--- config.mk ---
export PLATFORM = sky130hd
export DESIGN_NAME = loop_player_flat
export DESIGN_NICKNAME = d
export VERILOG_FILES = /design/src/rtl/loop_player_if.sv /design/src/rtl/loop_player.sv /design/src/flat_wrapper.sv
export SDC_FILE = /design/constraint.sdc
export NUM_CORES = 1
export LEC_CHECK = 0
export BUFFER_PORTS_ARGS = -buffer_cell sky130_fd_sc_hd__buf_4
export CORE_ASPECT_RATIO = 0.6
export CORE_MARGIN = 2
export CORE_UTILIZATION = 45
export CTS_BUF_LIST = sky130_fd_sc_hd__clkbuf_8
export DETAILED_ROUTE_END_ITERATION = 10
export PLACE_DENSITY = 0.67
export SYNTH_ARGS = -nofsm -noshare
export SYNTH_HDL_FRONTEND = slang
export SYNTH_SLANG_ARGS = --single-unit
--- constraint.sdc ---
create_clock -name clk_in -period 5.5 [get_ports clk_in]
set_clock_uncertainty 0.05 [all_clocks]
set_input_delay 1.1 -clock clk_in [delete_from_list [all_inputs] [get_ports clk_in]]
set_output_delay 1.1 -clock clk_in [all_outputs]
set_load 0.01 [all_outputs]
--- src/rtl/loop_player_if.sv ---
// rtl/loop_player_if.sv - BRAM read-port bundle between loop_player and recorder RAM port B
//
// Signals:
//   rd_addr_out  BRAM read address (player -> RAM)
//   rd_en_out    one-cycle read enable per fetch (player -> RAM)
//   rd_data_in   signed read data, valid a fixed latency after rd_en_out (RAM -> player)
// Modports: master = player side, slave = RAM side.

interface loop_player_if #(
    parameter int ADDR_W = 16,
    parameter int DATA_W = 8
);
    logic [ADDR_W-1:0] rd_addr_out;
    logic              rd_en_out;
    logic [DATA_W-1:0] rd_data_in;

    modport master (output rd_addr_out, output rd_en_out, input rd_data_in);
    modport slave  (input rd_addr_out, input rd_en_out, output rd_data_in);
endinterface

--- src/rtl/loop_player.sv ---
// rtl/loop_player.sv - plays a recorded clip from BRAM at the audio sample rate
//
// Ports:
//   clk_in, rst_n_in    clock, asynchronous active-low reset
//   start_in, stop_in   one-cycle control pulses (start wins when both)
//   loop_in             1 = wrap at clip end, 0 = finish (sampled live at clip end)
//   length_in, shift_in clip length and attenuation, captured on an accepted start
//   audio_valid_in      sample-rate tick; one BRAM fetch per tick while armed
//   rd                  BRAM read port (loop_player_if.master)
//   sample_out          attenuated signed sample, held between valids
//   sample_valid_out    one-cycle pulse when sample_out updates
//   playing_out         high while armed or fetching
//   done_out            one-cycle pulse with the last sample of a one-shot clip
//   overrun_out         saturating count of ticks dropped during a fetch

module loop_player #(
    parameter int ADDR_W      = 16,
    parameter int DATA_W      = 8,
    parameter int RAM_LATENCY = 2
) (
    input  logic                     clk_in,
    input  logic                     rst_n_in,
    input  logic                     start_in,
    input  logic                     stop_in,
    input  logic                     loop_in,
    input  logic [ADDR_W-1:0]        length_in,
    input  logic [2:0]               shift_in,
    input  logic                     audio_valid_in,
    loop_player_if.master            rd,
    output logic signed [DATA_W-1:0] sample_out,
    output logic                     sample_valid_out,
    output logic                     playing_out,
    output logic                     done_out,
    output logic [7:0]               overrun_out
);
    localparam logic [1:0] S_IDLE  = 2'd0;
    localparam logic [1:0] S_ARMED = 2'd1;
    localparam logic [1:0] S_FETCH = 2'd2;

    localparam logic [2:0]        LAT      = 3'(RAM_LATENCY);
    localparam logic [ADDR_W-1:0] ADDR_ONE = {{(ADDR_W-1){1'b0}}, 1'b1};

    logic [1:0]               state_q, state_d;
    logic [ADDR_W-1:0]        ptr_q, ptr_d;
    logic [ADDR_W-1:0]        len_q, len_d;
    logic [2:0]               shift_q, shift_d;
    logic [2:0]               lat_q, lat_d;
    logic signed [DATA_W-1:0] sample_q, sample_d;
    logic                     valid_q, valid_d;
    logic                     done_q, done_d;
    logic [7:0]               ovr_q, ovr_d;

    logic                     start_ok;
    logic                     fetch_go;
    logic signed [DATA_W-1:0] data_s;

    // A zero-length start is ignored entirely, so it can neither restart nor clear.
    assign start_ok = start_in && (length_in != '0);
    // Fetch is suppressed when a start or stop lands on the same tick.
    assign fetch_go = (state_q == S_ARMED) && audio_valid_in && !start_ok && !stop_in;
    assign data_s   = rd.rd_data_in;

    assign rd.rd_en_out   = fetch_go;
    assign rd.rd_addr_out = ptr_q;

    always_comb begin
        state_d  = state_q;
        ptr_d    = ptr_q;
        len_d    = len_q;
        shift_d  = shift_q;
        lat_d    = lat_q;
        sample_d = sample_q;
        valid_d  = 1'b0;
        done_d   = 1'b0;
        ovr_d    = ovr_q;

        // Ticks arriving while a read is in flight are dropped, only counted.
        if (state_q == S_FETCH && audio_valid_in && ovr_q != 8'hFF) begin
            ovr_d = ovr_q + 8'd1;
        end

        if (start_ok) begin
            state_d = S_ARMED;
            ptr_d   = '0;
            len_d   = length_in;
            shift_d = shift_in;
            lat_d   = '0;
            ovr_d   = '0;
        end else if (stop_in) begin
            state_d  = S_IDLE;
            ptr_d    = '0;
            lat_d    = '0;
            sample_d = '0;
        end else begin
            case (state_q)
                S_ARMED: begin
                    if (fetch_go) begin
                        state_d = S_FETCH;
                        lat_d   = 3'd1;
                    end
                end
                S_FETCH: begin
                    // lat_q counts cycles since rd_en_out; data is on the bus at LAT.
                    if (lat_q == LAT) begin
                        sample_d = data_s >>> shift_q;
                        valid_d  = 1'b1;
                        lat_d    = '0;
                        if (ptr_q == len_q - ADDR_ONE) begin
                            ptr_d = '0;
                            if (loop_in) begin
                                state_d = S_ARMED;
                            end else begin
                                state_d = S_IDLE;
                                done_d  = 1'b1;
                            end
                        end else begin
                            ptr_d   = ptr_q + ADDR_ONE;
                            state_d = S_ARMED;
                        end
                    end else begin
                        lat_d = lat_q + 3'd1;
                    end
                end
                default: state_d = S_IDLE;
            endcase
        end
    end

    always_ff @(posedge clk_in or negedge rst_n_in) begin
        if (!rst_n_in) begin
            state_q  <= S_IDLE;
            ptr_q    <= '0;
            len_q    <= '0;
            shift_q  <= '0;
            lat_q    <= '0;
            sample_q <= '0;
            valid_q  <= 1'b0;
            done_q   <= 1'b0;
            ovr_q    <= '0;
        end else begin
            state_q  <= state_d;
            ptr_q    <= ptr_d;
            len_q    <= len_d;
            shift_q  <= shift_d;
            lat_q    <= lat_d;
            sample_q <= sample_d;
            valid_q  <= valid_d;
            done_q   <= done_d;
            ovr_q    <= ovr_d;
        end
    end

    assign sample_out       = sample_q;
    assign sample_valid_out = valid_q;
    assign done_out         = done_q;
    assign overrun_out      = ovr_q;
    assign playing_out      = (state_q == S_ARMED) || (state_q == S_FETCH);

endmodule

--- src/flat_wrapper.sv ---
// flat-port wrapper written by rule: the top's interface ports become plain ports
module loop_player_flat 
#(
    parameter int ADDR_W      = 16,
    parameter int DATA_W      = 8,
    parameter int RAM_LATENCY = 2
)
  (clk_in, rst_n_in, start_in, stop_in, loop_in, length_in, shift_in, audio_valid_in, sample_out, sample_valid_out, playing_out, done_out, overrun_out, rd_rd_addr_out, rd_rd_en_out, rd_rd_data_in);
  loop_player_if #(.ADDR_W(ADDR_W), .DATA_W(DATA_W)) rd_i ();
  input  logic clk_in;
  input  logic rst_n_in;
  input  logic start_in;
  input  logic stop_in;
  input  logic loop_in;
  input  logic [ADDR_W-1:0] length_in;
  input  logic [2:0] shift_in;
  input  logic audio_valid_in;
  output logic signed [DATA_W-1:0] sample_out;
  output logic sample_valid_out;
  output logic playing_out;
  output logic done_out;
  output logic [7:0] overrun_out;
  output wire logic [$bits(rd_i.rd_addr_out)-1:0] rd_rd_addr_out;
  output wire logic [$bits(rd_i.rd_en_out)-1:0] rd_rd_en_out;
  input wire logic [$bits(rd_i.rd_data_in)-1:0] rd_rd_data_in;
  assign rd_rd_addr_out = rd_i.rd_addr_out;
  assign rd_rd_en_out = rd_i.rd_en_out;
  assign rd_i.rd_data_in = rd_rd_data_in;
  loop_player #(.ADDR_W(ADDR_W), .DATA_W(DATA_W), .RAM_LATENCY(RAM_LATENCY)) u_core (.clk_in(clk_in), .rst_n_in(rst_n_in), .start_in(start_in), .stop_in(stop_in), .loop_in(loop_in), .length_in(length_in), .shift_in(shift_in), .audio_valid_in(audio_valid_in), .rd(rd_i), .sample_out(sample_out), .sample_valid_out(sample_valid_out), .playing_out(playing_out), .done_out(done_out), .overrun_out(overrun_out));
endmodule
==> results of run 1 <==
==> report_power, final <==
group	total (mW)	switching [mW]	internal (mW)	leakage, nW
Combinational	0.130	0.0655	0.0647	1.09
Sequential	0.466	0.0241	0.442	0.766
Clock	0.363	0.167	0.196	0.105
==> kinds of logic (layout without fill, tap and decap cells) <==
logic type               Yosys count  in the layout  share of synthesized area
flip-flops                        58             58                      0.413
adder cells (fa/ha/maj)            5              5                     0.0178
AO/OA/AOI/OAI                     73             73                      0.149
multiplexers                      25             25                     0.0882
buffers and inverters             38            102                     0.0434
AND/OR/NAND/NOR                  160            160                      0.234
XOR/XNOR                          22             22                     0.0548
==> layout by cell type, fill, tap and decap left out, drive strengths merged, types with 3 or more instances in the layout <==
master  synthesis  routed
nor4           10      10
or2             4       4
mux2i           4       4
o21ai          21      21
nor2           50      50
clkbuf         19      12
xor2            6       6
ha              5       5
nand3          22      22
o211ai          4       4
nand4           8       8
a221o          13      13
xnor2          16      16
or4             3       3
dfrtp          58      58
nor3b           4       4
nor3           11      11
nand2          22      22
or3             6       6
and2            3       3
inv            15      17
a21oi           8       8
mux4            3       3
and3            9       9
mux2           18      18
buf             4      71
nand2b          3       3
a22o            9       9
==> worst paths after layout <==
| kind | endpoint | slack [ns] | from |
|---|---|---|---|
| min in group asynchronous | u_core.overrun_out[6]$_DFFE_PN0P_ | 0.76 | rst_n_in |
| max in group asynchronous | u_core.len_q[8]$_DFFE_PN0P_ | 4.14 | rst_n_in |
| setup / recovery | rd_rd_en_out | 1.79 | length_in[1] |
| hold reg to reg | u_core.sample_out[7]$_DFFE_PN0P_ | 0.46 | u_core.sample_out[7]$_DFFE_PN0P_ |
| setup reg to reg | u_core.rd.rd_addr_out[0]$_DFFE_PN0P_ | 1.90 | u_core.len_q[0]$_DFFE_PN0P_ |
| hold / removal | u_core.sample_out[7]$_DFFE_PN0P_ | 0.46 | u_core.sample_out[7]$_DFFE_PN0P_ |
==> synthesized netlist by cell type, drive strengths merged (3+ instances only) <==
| master | count |
|---|---|
| mux2 | 18 |
| mux2i | 4 |
| clkbuf | 19 |
| and2 | 3 |
| or4 | 3 |
| a21oi | 8 |
| mux4 | 3 |
| nand2 | 22 |
| nor3b | 4 |
| dfrtp | 58 |
| nand4 | 8 |
| nand2b | 3 |
| o21ai | 21 |
| nor4 | 10 |
| ha | 5 |
| nand3 | 22 |
| buf | 4 |
| xor2 | 6 |
| o211ai | 4 |
| nor3 | 11 |
| a22o | 9 |
| xnor2 | 16 |
| a221o | 13 |
| inv | 15 |
| and3 | 9 |
| nor2 | 50 |
| or3 | 6 |
| or2 | 4 |
==> stage by stage <==
step                setup WS (ns)   util  total power [mW]
floorplan                    2.16      -             0.552
global placement             1.60  0.552             0.601
detailed placement           1.60  0.552             0.604
CTS                          1.79  0.576             0.969
global route                 1.58  0.576              1.01
finish                       1.79  0.576             0.959
==> state kept, by name, indices dropped and copies added (netlist names) <==
signal,count
u_core.done_out,1
u_core.lat_q,3
u_core.len_q,16
u_core.overrun_out,8
u_core.rd.rd_addr_out,16
u_core.sample_out,8
u_core.sample_valid_out,1
u_core.shift_q,3
u_core.state_q,2
==> layer usage <==
metal	wire (microns)	vias up	track usage	part of all wire
met4	78	0	0.0576	0.0092
met3	517	8	0.0653	0.061
met1	4340	1477	0.306	0.51
met5	0	-	0	0
li1	-	1509	-	-
met2	3580	80	0.300	0.42
==> area by class of cell <==
class | instances | area, sq um | area share
Tap cell | 104 | 130 | 0.0304
Clock inverter | 4 | 17.5 | 0.00410
Inverter | 15 | 56.3 | 0.0132
Clock buffer | 12 | 165 | 0.0386
Multi-Input combinational cell | 285 | 1920 | 0.450
Sequential cell | 58 | 1450 | 0.339
Timing Repair Buffer | 71 | 533 | 0.125
==> results.yml, run 1 <==
logic_synthesis:
  synthTopCellsByArea: "dfrtp_1, mux2_2, nor2_1, xnor2_1, a221o_1"
  syn-num-nets: 419
  synth_top_area_frac: 0.413
  ys.flop_type: "dfrtp_1"
  synth_cell_type_count: 50
  synth_edf_count: 0
  avgSynthCellArea_sq_um: 9.23
  synthCells: 381
  synth_area_sq_um: 3520
  yosysWarnings: 0
  synthArstFlopShare: 1.00
  seq_area_frac_synth: 0.413
  yosys.area.top_type: "dfrtp_1"
  ys_seq_elements: 58
die:
  rows: 24
  start_util: 0.474
  die_y_microns: 72.5
  io_pins: 69
  dieArea_sq_um: 8570
  die_w_microns: 118
  core_area_sq_um: 7420
global_route:
  grt_start_max_net_pins: 59
  grt_remaining_overflow: 0
  grt_pass1_vias: 2864
  antenna_found_initial: 0
  grt_pass1_wl_mm: 14.1
  grt_use_total: 0.209
placement:
  port_buffers: 68
  hpwl_mm: 6.13
  place_area_sq_um: 4090
  place_congestion: 0.828
  place_inst: 533
cts:
  ctsHtreeMaxLevel: 3
  post_cts.repair.setup_buffers: 0
  cts-root-buf: "clkbuf_8"
  cts_buffers: 9
  tritoncts: "built"
  cts_resized: 0
  cts.sink_count: 58
  hold_buffers: 0
  clk_path_buf_depth: 2
  clk_pin_slew_worst_paths_ns: 0.07
  clock_latency_ns: 0.34
detailed_routing:
  drtIter0Drc: 288
  antenna_left: 0
  wl_per_cell_microns: 15.5
  drc: 0
  vias_per_cell: 5.60
  dr.pass1.iters: 4
  vias: 3074
  detail_route.wirelength_mm: 8.51
finish:
  diodes: 0
  final_area_sq_um: 4280
  nNetsFinal: 478
  fill_cells: 675
  fin_cells: 549
  syn2layout_area_growth_pct: 21.5
  drive_gt1_frac: 0.258
pwr:
  power_density_nw_per_um2: 224
  ir_drop_v: 0.000158
  p_leak_nw: 1.96
run_status:
  status: "finished clean"
timing:
  grt_setup_unrepaired: "false"
  setup_violations: 0
  slew_viol_final: 0
  post-route-min-period_ns: 3.71
  min_period_over_period: 0.675
  fmax_ghz: 0.269
  finalHoldViolations: 0
  finalSetupTns_ns: 0
  hold_slack_ns: 0.461
  slew_headroom: 0.135
  worst_pin_slew_ns: 1.29
setup_path:
  cp.depth: 5
  path_buf_inv: 2
  reg2reg_depth: 10
  cpPeakStageDelay_ns: 0.47
  crit_fanout: 12
  cp-end-kind: "output port"
  critical_path.top_delay_family: "simple AND/OR/NAND/NOR gates"
  cp_data_arrival_time_ns: 2.56
  critPathLaunchType: "input port"
  path_class: "in -> out"
  slowest_stage: "nor4_1"
  required_ns: 4.35
  cpMostUsedCell: "buf_4"
  crit_chain: "buf_4 -> nor4_1 -> a41oi_2 -> nor3_1 -> buf_4"
run:
  maxCapViolCount: 0
hold_path:
  whs_path_depth: 1
  hp-class: "reg -> reg"
Power figures use the tool's default switching activity.
==> run 2: changes to the inputs <==
==> constraint.sdc (replaced) <==
create_clock -name clk_in -period 3.63 [get_ports clk_in]
set_clock_uncertainty 0.05 [all_clocks]
set_input_delay 0.726 -clock clk_in [delete_from_list [all_inputs] [get_ports clk_in]]
set_output_delay 0.726 -clock clk_in [all_outputs]
set_load 0.01 [all_outputs]
==> results.yml, run 2 (synthesized netlist as in run 1, its figures left out) <==
run_status:
  status: "finished clean"
cts:
  post_cts.repair.setup_buffers: 0
  clk_pin_slew_worst_paths_ns: 0.07
  tritoncts: "built"
  ctsHtreeMaxLevel: 3
  cts.sink_count: 58
  clk_path_buf_depth: 2
  clock_latency_ns: 0.35
  cts_buffers: 9
  hold_buffers: 0
  cts_resized: 0
  cts-root-buf: "clkbuf_8"
detailed_routing:
  vias: 3052
  wl_per_cell_microns: 15.7
  drc: 0
  vias_per_cell: 5.54
  antenna_left: 0
  detail_route.wirelength_mm: 8.65
  dr.pass1.iters: 4
  drtIter0Drc: 293
setup_path:
  crit_fanout: 5
  reg2reg_depth: 9
  critical_path.top_delay_family: "simple AND/OR/NAND/NOR gates"
  rrSetupSlack_ns: 0.27
  r2r_start: "u_core.len_q[0]$_DFFE_PN0P_"
  critPathLaunchType: "register"
  slowest_stage: "nor4_1"
  cp-end-kind: "register"
  required_ns: 3.87
  crit_chain: "inv_1 -> ha_1 -> or4b_4 -> nor4_1 -> o211ai_1 -> and3_1 -> or3_1 -> nor4_1 -> and2_1"
  path_buf_inv: 1
  cpPeakStageDelay_ns: 0.60
  path_class: "reg -> reg"
  cpMostUsedCell: "nor4_1"
  rr_endpoint: "u_core.done_out$_DFF_PN0_"
  cp_data_arrival_time_ns: 3.60
timing:
  grt_setup_unrepaired: "false"
  postLayoutSetupSlackWorst_ns: 0.274
  post-route-min-period_ns: 3.36
  slew_headroom: 0.503
  fmax_ghz: 0.298
  setup_violations: 0
  slew_viol_final: 0
  worst_pin_slew_ns: 0.745
  min_period_over_period: 0.924
  finalSetupTns_ns: 0
  finalHoldViolations: 0
global_route:
  grt_start_max_net_pins: 59
  grt_pass1_wl_mm: 14.4
  grt_pass1_vias: 2939
  grt_use_total: 0.215
  grt_remaining_overflow: 0
  antenna_found_initial: 0
placement:
  hpwl_mm: 6.24
  place_area_sq_um: 4120
  place_congestion: 0.766
  port_buffers: 68
  pre_cts_ws_ns: 0.273
die:
  core_area_sq_um: 7420
  dieArea_sq_um: 8570
  die_y_microns: 72.5
  io_pins: 69
  start_util: 0.474
  die_w_microns: 118
  rows: 24
finish:
  final_common_cell: "buf_4"
  syn2layout_area_growth_pct: 21.8
  nNetsFinal: 481
  drive_gt1_frac: 0.264
  diodes: 0
  final_area_sq_um: 4290
  multi_input_area_sq_um: 1920
  area.sequential_sq_um: 1450
  layout_common_cells: "buf_4, dfrtp_1, nor2_1"
  fill_cells: 693
hold_path:
  hp-class: "in -> async"
pwr:
  power_mw: 1.44
  p_leak_nw: 1.97
  ir_drop_v: 0.000185
  power_density_nw_per_um2: 336
run:
  maxCapViolCount: 0
==> run 2: cell types whose count changed in the layout (fill, tap and decap cells not counted) <==
cell | previous run | this run
buf_4 | 71 | 74
inv_1 | 17 | 16
clkinv_2 | 2 | 3
clkbuf_8 | 12 | 11
==> run 2: area by class of cell <==
type	instances	area share
multi-input combinational	285	0.448
sequential	58	0.339
timing repair buffer	74	0.130
clock buffer	11	0.0353
tap	104	0.0304
inverter	15	0.0131
clock inverter	4	0.00438
==> run 2: through the flow <==
| step | hold slack (ns) | utilization | std cells |
|---|---|---|---|
| floorplan | 0.380 | - | 381 |
| global placement | 0.444 | 0.555 | 536 |
| detailed placement | 0.444 | 0.555 | 536 |
| CTS | 0.411 | 0.578 | 551 |
| global route | 0.457 | 0.578 | 551 |
| finish | 0.384 | 0.578 | 551 |
==> run 2: routing by layer <==
metal,global-route usage,wire length [microns],vias to the layer above
li1,-,-,1512
met1,0.301,4460,1455
met2,0.323,3640,81
met3,0.0653,494,4
met4,0.0643,57,0
met5,0,0,-
==> run 2: how the worst max path moves through the flow <==
stage / start / endpoint / slack (ns) / depth (start not counted)
4_1_cts: u_core.len_q[0]$_DFFE_PN0P_ / u_core.done_out$_DFF_PN0_ / 0.27 / 9
3_3_place_gp: u_core.len_q[0]$_DFFE_PN0P_ / u_core.state_q[0]$_DFFE_PN0P_ / 0.38 / 9
2_1_floorplan: u_core.len_q[0]$_DFFE_PN0P_ / u_core.rd.rd_addr_out[15]$_DFFE_PN0P_ / 0.65 / 10
6_report: u_core.len_q[0]$_DFFE_PN0P_ / u_core.done_out$_DFF_PN0_ / 0.27 / 9
3_5_place_dp: u_core.len_q[0]$_DFFE_PN0P_ / u_core.state_q[0]$_DFFE_PN0P_ / 0.27 / 9
5_1_grt: u_core.len_q[1]$_DFFE_PN0P_ / u_core.state_q[0]$_DFFE_PN0P_ / 0.05 / 9
==> run 2: power breakdown <==
group          internal, mW  switching, mW  leakage (nW)
clock                 0.275          0.260        0.0961
combinational        0.0995          0.101          1.11
sequential            0.669         0.0365         0.766
==> run 2: worst register-to-register path, stage by stage (launching register included) <==
cell	delay, ns
dfrtp_1	0.41
inv_1	0.09
ha_1	0.20
or4b_4	0.52
nor4_1	0.47
o211ai_1	0.16
and3_1	0.25
or3_1	0.32
nor4_1	0.60
and2_1	0.22
==> run 3: changes to the inputs <==
--- a/config.mk
+++ b/config.mk
@@ -6,12 +6,14 @@
 export NUM_CORES = 1
 export LEC_CHECK = 0
 export BUFFER_PORTS_ARGS = -buffer_cell sky130_fd_sc_hd__buf_4
+export CELL_PAD_IN_SITES_DETAIL_PLACEMENT = 1
+export CELL_PAD_IN_SITES_GLOBAL_PLACEMENT = 2
 export CORE_ASPECT_RATIO = 0.6
 export CORE_MARGIN = 2
-export CORE_UTILIZATION = 45
+export CORE_UTILIZATION = 35
 export CTS_BUF_LIST = sky130_fd_sc_hd__clkbuf_8
 export DETAILED_ROUTE_END_ITERATION = 10
-export PLACE_DENSITY = 0.67
+export PLACE_DENSITY_LB_ADDON = 0.1
 export SYNTH_ARGS = -nofsm -noshare
 export SYNTH_HDL_FRONTEND = slang
 export SYNTH_SLANG_ARGS = --single-unit
==> results.yml, run 3 (synthesized netlist as in run 1, its figures left out) <==
finish:
  drive_gt1_frac: 0.265
  diodes: 0
  nNetsFinal: 482
  final_common_cell: "buf_4"
  final_area_sq_um: 4410
  layout_common_cells: "buf_4, dfrtp_1, nor2_1"
  syn2layout_area_growth_pct: 25.4
cts:
  clk_pin_slew_worst_paths_ns: 0.07
  cts.sink_count: 58
  tritoncts: "built"
  post_cts.repair.setup_buffers: 0
  cts_buffers: 9
  cts-root-buf: "clkbuf_8"
  clock_latency_ns: 0.34
  ctsHtreeMaxLevel: 3
  hold_buffers: 0
  clk_path_buf_depth: 2
timing:
  finalSetupTns_ns: 0
  setup_violations: 0
  slew_headroom: 0.490
  finalHoldViolations: 0
  fmax_ghz: 0.296
  min_period_over_period: 0.932
  grt_setup_unrepaired: "false"
  post-route-min-period_ns: 3.38
  worst_pin_slew_ns: 0.765
  slew_viol_final: 0
setup_path:
  cp-end-kind: "register"
  path_class: "reg -> reg"
  cpPeakStageDelay_ns: 0.53
  crit_chain: "inv_1 -> ha_1 -> or4b_4 -> nor4_1 -> o211ai_1 -> and3_1 -> or3_1 -> nor4_1 -> o41ai_1"
  cpMostUsedCell: "nor4_1"
  critPathLaunchType: "register"
  slowest_stage: "nor4_1"
  cp_data_arrival_time_ns: 3.54
  path_buf_inv: 1
  critical_path.top_delay_family: "simple AND/OR/NAND/NOR gates"
  crit_fanout: 5
  required_ns: 3.79
die:
  core_area_sq_um: 9810
  rows: 28
  die_w_microns: 133
  dieArea_sq_um: 10900
  start_util: 0.359
  die_y_microns: 81.7
  io_pins: 69
pwr:
  p_leak_nw: 2.01
  power_mw: 1.63
  ir_drop_v: 0.000174
  power_density_nw_per_um2: 370
detailed_routing:
  drtIter0Drc: 115
  dr.pass1.iters: 4
  detail_route.wirelength_mm: 10.1
  antenna_left: 0
  vias: 3100
  wl_per_cell_microns: 17.4
  drc: 0
  vias_per_cell: 5.31
run_status:
  status: "finished clean"
hold_path:
  hp-class: "in -> async"
global_route:
  grt_remaining_overflow: 0
  grt_use_total: 0.199
  grt_pass1_wl_mm: 16.7
  antenna_found_initial: 0
  grt_start_max_net_pins: 59
  grt_pass1_vias: 3159
placement:
  place_congestion: 0.791
  hpwl_mm: 7.55
  place_area_sq_um: 4170
  port_buffers: 68
run:
  maxCapViolCount: 0
==> run 3: cell count changes in the layout (fill, tap and decap cells not counted) <==
| cell | delta |
|---|---|
| bufinv_16 | +3 |
| clkbuf_8 | -2 |
| clkinv_2 | -2 |
| a41oi_2 | -1 |
| a41oi_4 | +1 |
| buf_4 | +1 |
| clkinvlp_4 | +1 |
| inv_1 | +1 |
| nor3_2 | -1 |
| nor3_4 | +1 |
==> run 3: worst paths after layout <==
path | cells after the start | slack, ns | start | end
worst min register to register | 1 | 0.45 | u_core.sample_out[2]$_DFFE_PN0P_ | u_core.sample_out[2]$_DFFE_PN0P_
worst max register to register | 9 | 0.25 | u_core.len_q[0]$_DFFE_PN0P_ | u_core.state_q[0]$_DFFE_PN0P_
worst max-delay path | 9 | 0.25 | u_core.len_q[0]$_DFFE_PN0P_ | u_core.state_q[0]$_DFFE_PN0P_
max in group asynchronous | 1 | 2.62 | rst_n_in | u_core.rd.rd_addr_out[7]$_DFFE_PN0P_
worst min-delay path | 1 | 0.40 | rst_n_in | u_core.overrun_out[3]$_DFFE_PN0P_
min in group clk_in | 1 | 0.45 | u_core.sample_out[2]$_DFFE_PN0P_ | u_core.sample_out[2]$_DFFE_PN0P_
==> run 3: power by group <==
part	internal (mW)	leakage, nW	switching, mW	total [mW]
sequential	0.669	0.766	0.0374	0.706
combinational	0.0998	1.12	0.106	0.206
clock	0.450	0.122	0.273	0.723
total	1.22	2.01	0.416	1.63
==> run 3: per-layer routing <==
metal  track usage  part of all wire  vias to the layer above
li1              -                 -                     1513
met1         0.293              0.55                     1524
met2         0.292              0.41                       59
met3        0.0475             0.036                        4
met4        0.0532            0.0065                        0
met5             0                 0                        -
==> run 3: area by class of cell <==
cell class | count | area, sq um
clock buffers | 9 | 124
well taps | 135 | 169
multi-input cells | 285 | 1940
fillers | 1152 | 5400
flip-flops and latches | 58 | 1450
clock inverters | 7 | 110
inverters | 15 | 56.3
repair buffers | 75 | 563
==> run 3: repair_timing <==
item                       in CTS  in global routing
gates resized for setup         0                  1
setup endpoints to repair       0                 15
hold endpoints to repair        0                  0
==> run 3: stage by stage <==
stage | setup WS, ns | utilization | hold WS (ns) | std cells
2_1_floorplan | 0.650 | - | 0.380 | 381
3_3_place_gp | 0.337 | 0.425 | 0.436 | 568
3_5_place_dp | 0.131 | 0.425 | 0.447 | 568
4_1_cts | 0.136 | 0.449 | 0.435 | 584
5_1_grt | 0.0390 | 0.450 | 0.449 | 584
6_report | 0.247 | 0.450 | 0.400 | 584
